**src/rtl/trdb_resync_ctrl.sv**
```systemverilog
// Trace resynchronisation controller.
// Decides when the trace encoder must emit a sync packet: on trace start,
// periodically when the resync counter reaches its threshold and a qualified
// instruction retires, or forcibly when no qualified instruction shows up
// within TIMEOUT cycles. Every accepted request is followed by a one-cycle
// clear of the resync counter and a short blanking window.
module trdb_resync_ctrl #(
   parameter int TIMEOUT = 16,  // 2..255
   parameter int BLANK   = 2    // 1..7
) (
   input  logic       clk_i,
   input  logic       rst_ni,
   input  logic       trace_enabled_i,
   input  logic       trace_start_i,
   input  logic       resync_max_i,
   input  logic       qualified_i,
   input  logic       sync_ack_i,
   output logic       sync_req_o,
   output logic [1:0] sync_reason_o,
   output logic       resync_rst_o,
   output logic       busy_o,
   output logic       late_o
);

   typedef enum logic [1:0] {
      IDLE      = 2'd0,
      WAIT_QUAL = 2'd1,
      REQ       = 2'd2,
      CLEAR     = 2'd3
   } state_e;

   typedef enum logic [1:0] {
      RSN_NONE     = 2'b00,
      RSN_START    = 2'b01,
      RSN_PERIODIC = 2'b10,
      RSN_FORCED   = 2'b11
   } reason_e;

   localparam logic [7:0] WAIT_LAST  = 8'(TIMEOUT - 1);
   localparam logic [2:0] BLANK_LOAD = 3'(BLANK);

   state_e     state_q,  state_d;
   reason_e    reason_q, reason_d;
   logic [7:0] wait_q,   wait_d;
   logic [2:0] blank_q,  blank_d;
   logic       late_q,   late_d;

   // Next-state, counter and reason computation.
   always_comb begin
      // NOTE: every signal written here gets a default first, so no path
      // through the case statement can leave one unassigned and infer a latch.
      state_d  = state_q;
      reason_d = reason_q;
      wait_d   = wait_q;
      blank_d  = (blank_q != 3'd0) ? blank_q - 3'd1 : 3'd0;
      late_d   = late_q;

      unique case (state_q)
         IDLE: begin
            if (trace_enabled_i && trace_start_i) begin
               state_d  = REQ;
               reason_d = RSN_START;
            end else if (trace_enabled_i && resync_max_i && blank_q == 3'd0) begin
               state_d = WAIT_QUAL;
               wait_d  = 8'd0;
            end
         end
         WAIT_QUAL: begin
            if (!trace_enabled_i) begin
               state_d = IDLE;
            end else if (trace_start_i) begin
               state_d  = REQ;
               reason_d = RSN_START;
            end else if (qualified_i) begin
               state_d  = REQ;
               reason_d = RSN_PERIODIC;
            end else if (wait_q == WAIT_LAST) begin
               state_d  = REQ;
               reason_d = RSN_FORCED;
               late_d   = 1'b1;
            end else begin
               wait_d = wait_q + 8'd1;
            end
         end
         REQ: begin
            // A started request is never withdrawn; only the ack moves on.
            if (sync_ack_i) state_d = CLEAR;
         end
         CLEAR: begin
            state_d = IDLE;
            blank_d = BLANK_LOAD;
         end
         default: state_d = IDLE;
      endcase
   end

   // State and counter registers with synchronous active-low reset.
   always_ff @(posedge clk_i) begin
      // NOTE: sequential state uses non-blocking assignments so every register
      // samples the values from before this edge, independent of statement order.
      if (!rst_ni) begin
         state_q  <= IDLE;
         reason_q <= RSN_NONE;
         wait_q   <= 8'd0;
         blank_q  <= 3'd0;
         late_q   <= 1'b0;
      end else begin
         state_q  <= state_d;
         reason_q <= reason_d;
         wait_q   <= wait_d;
         blank_q  <= blank_d;
         late_q   <= late_d;
      end
   end

   // Outputs are pure decodes of registered state; no input reaches them.
   assign sync_req_o    = (state_q == REQ);
   assign sync_reason_o = (state_q == REQ) ? reason_q : RSN_NONE;
   assign resync_rst_o  = (state_q == CLEAR);
   assign busy_o        = (state_q != IDLE);
   assign late_o        = late_q;

endmodule

```
**config.mk**
```make
export PLATFORM = sky130hd
export DESIGN_NAME = trdb_resync_ctrl
export DESIGN_NICKNAME = d
export VERILOG_FILES = /design/src/rtl/trdb_resync_ctrl.sv
export SDC_FILE = /design/constraint.sdc
export NUM_CORES = 1
export LEC_CHECK = 0
export CAP_MARGIN = 20
export CORE_MARGIN = 3
export CORE_UTILIZATION = 60
export CTS_BUF_LIST = sky130_fd_sc_hd__clkbuf_16
export DETAILED_ROUTE_END_ITERATION = 10
export DONT_BUFFER_PORTS = 1
export GPL_ROUTABILITY_DRIVEN = 0
export HOLD_SLACK_MARGIN = 0.02
export PLACE_DENSITY = 0.76
export RECOVER_POWER = 25
export SLEW_MARGIN = 10
export SYNTH_ARGS = -nofsm -noshare
export SYNTH_HDL_FRONTEND = slang
export SYNTH_SLANG_ARGS = --single-unit
```
**constraint.sdc**
```tcl
create_clock -name clk_i -period 1.9 [get_ports clk_i]
set_input_delay 0.19 -clock clk_i [delete_from_list [all_inputs] [get_ports clk_i]]
set_output_delay 0.19 -clock clk_i [all_outputs]
set_load 0.02 [all_outputs]
```
Word-level counts from Yosys, hierarchy flattened. Cells that the tools add are included.

Add/subtract/negate cells: 2. Multipliers: 0. Div/mod/pow operators: 0. $lt $le $gt $ge: 0. Eq/ne operators: 15. Shifts and indexed selects: 0. Muxes and demuxes: 24. Bitwise gates (word level): 4. Reductions and logical operators: 13.

Operator list (number): 8-bit two-way mux (6); 2-bit two-way mux (15); 2-bit != test, second input constant (8); 8-bit case mux with 2 select lines (1); 8-bit by 1-bit adder with 8-bit output, second input constant (1); 8-bit by 4-bit == test with 1-bit output, second input constant (1); 2-bit case mux with 4 select lines (1); 7-bit AND reduction (1); 5-bit != test, second input constant (1); 5-bit AND reduction (1); 2-bit == test, second input constant (2); 4-bit != test, second input constant (1); 1-bit NOT (4); 2-bit case mux with 2 select lines (1); 4-bit AND reduction (1); 2-bit nonzero test (2); 1-bit logical AND (3); 3-bit logical NOT (1); 3-bit != test, second input constant (1); 3-bit AND reduction (1); 3-bit nonzero test (1); 3-bit OR reduction (1); 3-bit by 1-bit subtractor with 3-bit output, second input constant (1); 2-bit by 1-bit == test with 1-bit output, second input constant (1); 2-bit logical NOT (1).

Flip-flop bits (word level): 16. Bits in latches: 0. Memory bits (writable): 0. Memory bits (read-only): 0. Output and inout bits: 6. Memories: 0.

Depth between registers and ports, before layout. Gate-level depths: netlist of the first run.

Depth in word-level cells: 6. Mapped depth: 5. Depth with buffers taken out: 5.

Worst setup path before layout of the first run. No wires, ideal clock.

Path type: register to register. Start point: reg wait_q[0]. End point: reg wait_q[6]. Setup time: 122 ps. Data arrival time: 1372 ps. Path slack: 406 ps. Cell stages (with the launch flop): 6. Clock period less this slack: 1494 ps. Path through: dfxtp_1 > ha_1 > nand4b_1 > o211ai_4 > nor2b_2 > o311a_1.

Cells in the longest elaborated chain, start to end: 6. Elaborated cells on any way between the ends: 9.

RTL lines: from (decl) (line 44) `logic [7:0] wait_q, wait_d;`; from (signal assigned) (line 110) `wait_q <= wait_d;`; 8-bit by 1-bit adder with 8-bit output (line 82) `wait_d = wait_q + 8'd1;`; 8-bit two-way mux (line 77) `end else if (wait_q == WAIT_LAST) begin`; 8-bit two-way mux (line 74) `end else if (qualified_i) begin`; 8-bit two-way mux (line 71) `end else if (trace_start_i) begin`; 8-bit two-way mux (line 69) `if (!trace_enabled_i) begin`; 8-bit case mux with 2 select lines (line 58) `unique case (state_q)`.

Several ways; a longest one is shown, not always the timed one. The select of a mux whose other input is x is not followed. A chain may end at the register's enable or synchronous reset.

Worst setup path after layout of the first run.
Start point: reg wait_q[1]. End point: reg wait_q[6].

Same word-level chain as after synthesis.

==> key figures, run 1 <==
Die
  • Area of the die: 2010 um^2
  • Chip width: 44.9 um
  • Starting density of the core: about two thirds
  • Die height: between 40 and 50 um
  • Core area: around 1400 um^2
  • I/O Pins: 13
  • Rows: 13

Synthesis
  • Main flop type after synthesis: dfxtp_1
  • Sequential area share after synthesis: 35.3%
  • Synth Net Count: ~120
  • Unique cell type count in the Yosys netlist: 41
  • Yosys warnings: 0
  • Register bit count reported by yosys: 16
  • Avg Cell Area, Syn: about 8.6 um^2
  • Synth top area share: 35.3%
  • Ranking of synthesized cells by area: dfxtp_1 (35%), nor2_1 (5.0%), nand2_1 (3.7%), inv_1 (2.9%), ha_1 (2.8%)
  • Synth Instances: ~110
  • Post-Syn Area: approximately 910 um^2
  • Yosys top cell by area: dfxtp_1
  • Number of synthesized flops with an enable pin: 0
  • Async S/R FF share, synth: 0%

Worst setup path
  • FF-to-FF Start: wait_q[1]$_SDFFE_PN0P_
  • FF-to-FF End: wait_q[6]$_SDFFE_PN0P_
  • Worst endpoint required time: approximately 2 ns
  • Worst Reg-to-Reg Cells: 5
  • WP data arrival: around 1.9 ns
  • Worst Path Class, Setup: flop to flop
  • FF-to-FF setup slack: roughly 0.18 ns
  • Worst-path fanout max: 10
  • Critical path capture point type: flop
  • Startpoint Class: flop

GRT
  • GRT overflow: 0
  • Vias in the first global route: ~790
  • GR met3 Demand/Resource: under 10%
  • GR Util All Layers: a little under a quarter
  • GRT busiest layer: met2
  • Pin count of the biggest net entering global routing: 12
  • Initial antenna violation count: 0
  • GR met1 Demand/Resource: 29.4%
  • First-pass GRT wire length: between 3000 and 4000 um
  • GR Util met2: a little over a third

Run status
  • Outcome: complete, no violations

Power and ir drop
  • Clock share of power: approximately 43%
  • Power share of the combinational group: between 10% and 20%
  • Worst vdd ir: between 0.6 and 0.7 mV
  • Switching fraction of total power: between 20% and 30%
  • Sw power: 244 uW
  • Sequential power share: about two fifths
  • Cell-internal power: between 700 and 800 uW
  • Leak: 0.383 nW
  • Power per Cell Area: around 950 nW/um^2

Job
  • Max-cap violations: 0

Placed design
  • Post-DP HPWL: ~1400 um
  • PortBufs: 0

Clock network
  • H-tree levels: 1
  • Longest Clk Path Bufs: 2
  • TritonCTS clock tree: done
  • Worst skew pair latency: 0.25 ns
  • Number of buffers created by CTS: 3
  • Hold_buf cts: 0
  • CTS resizes: 0
  • Post-CTS setup buffer count: 0
  • CTS sink count: 16
  • Clock-pin slew on the worst setup and hold paths: roughly 0.05 ns
  • Clk root buf: clkbuf_16

Routing
  • First drt pass iteration count: 4
  • Final WL: approximately 1900 um
  • Initial DRC count: 29
  • # DRC: 0
  • Via count: 800
  • Wire length per cell: 14.9 um
  • DRT antenna net count: 0
  • Routed vias/inst: between 6 and 7

Layout
  • Layout area overhead: 9.93%
  • Commonest non-fill, non-tap cells in the layout: dfxtp_1 (16), nor2_1 (13), nand2_1 (9)
  • Fin nets: between 100 and 150
  • Antenna cells: 0
  • Leading cell type in the layout, fill and taps excluded: dfxtp_1
  • Layout cells sized above 1: between 10 and 15%

STA
  • WHS: slightly above 0.07 ns
  • Final period util: between 90 and 100%
  • Final Critical Period: 1.72 ns
  • Worst Clk Skew: ~0.0018 ns
  • RSZ-0062 raised after global routing: false
  • TNS Setup: 0 ns
  • Max Freq: 583 MHz
  • Slew margin rel.: between 70% and 80%
  • Worst-margin pin slew: roughly 0.35 ns
  • Final Hold Fails: 0
  • Max-slew violation count: 0
  • Setup violations, final: 0

Hold path
  • Hold Crit Depth: 2
  • Hold path startpoint: rst_ni
  • Hold path endpoint: reason_q[1]$_SDFFE_PN0P_
  • Hold WC Path Type: input pin to flop
## registers in the layout (all words and copies together), names as in the netlist
signal / flops
blank_q: 3
reason_q: 2
state_q: 2
wait_q: 8
late_o: 1
## cell usage after synthesis, drive strengths merged, types with 3 or more instances
| library cell | number |
|---|---|
| a21oi | 4 |
| o211ai | 3 |
| and2 | 3 |
| nor2 | 13 |
| nand3 | 3 |
| dfxtp | 16 |
| inv | 7 |
| nand2 | 9 |
| o21ai | 7 |
| nor2b | 3 |
| buf | 3 |
## power groups by stage
stage                     Sequential (mW)  Combinational, mW  Clock [mW]
after floorplan                     0.377              0.143           0
after global placement              0.388              0.153           0
after detailed placement            0.389              0.163           0
after CTS                           0.383              0.163       0.414
after global routing                0.386              0.183       0.426
final                               0.383              0.162       0.405
## final cells by class
type / instances / area (um^2)
clock inverters: 1 / 3.75
well taps: 15 / 18.8
flip-flops and latches: 16 / 320
multi-input cells: 79 / 531
inverters: 7 / 26.3
fillers: 107 / 369
repair buffers: 3 / 22.5
clock buffers: 3 / 75.1
## layer usage
metal / up-vias / part of all wire (%)
met1: 369 / 47
met2: 34 / 45
met3: 3 / 6.9
li1: 394 / -
met4: 0 / 1.3
met5: - / 0
## cell families after synthesis
family          Yosys count  share of synthesized area [%]
flops                    16                           35.3
buf+inv                  11                           5.93
compound gates           31                           27.3
simple gates             46                           28.7
fa+ha+maj                 2                           2.76
## per-stage QoR
stage / setup WS [ns] / cells / area (um^2) / utilization, % / total power, mW
after global placement: 0.278 / 120 / 921 / 67.4 / 0.541
after CTS: 0.199 / 124 / 1000 / 73.2 / 0.960
after global routing: 0.0436 / 124 / 997 / 73.0 / 0.995
final: 0.184 / 124 / 997 / 73.0 / 0.950
after floorplan: 0.406 / 106 / 907 / - / 0.520
after detailed placement: 0.226 / 120 / 921 / 67.4 / 0.552
## critical path: stages, from the launching register on
cell	delay (ns)
dfxtp_1	0.36
ha_1	0.23
nand4b_1	0.24
o211ai_4	0.41
nor2b_2	0.07
o311a_1	0.28
## worst max-delay path by stage
stage,cells past startpoint,from,to
finish,5,wait_q[1]$_SDFFE_PN0P_,wait_q[6]$_SDFFE_PN0P_
global route,5,wait_q[1]$_SDFFE_PN0P_,wait_q[7]$_SDFFE_PN0P_
CTS,5,wait_q[1]$_SDFFE_PN0P_,wait_q[6]$_SDFFE_PN0P_
detailed placement,5,wait_q[1]$_SDFFE_PN0P_,wait_q[6]$_SDFFE_PN0P_
global placement,5,wait_q[1]$_SDFFE_PN0P_,wait_q[6]$_SDFFE_PN0P_
floorplan,5,wait_q[0]$_SDFFE_PN0P_,wait_q[6]$_SDFFE_PN0P_
Note: power is estimated with default switching activity, not from simulation.
==> run 2: changes to the inputs <==
- SKIP_LAST_GASP: default -> 1
==> results of run 2 <==
The final DEF is identical to that of run 1; final timing and power are the same.
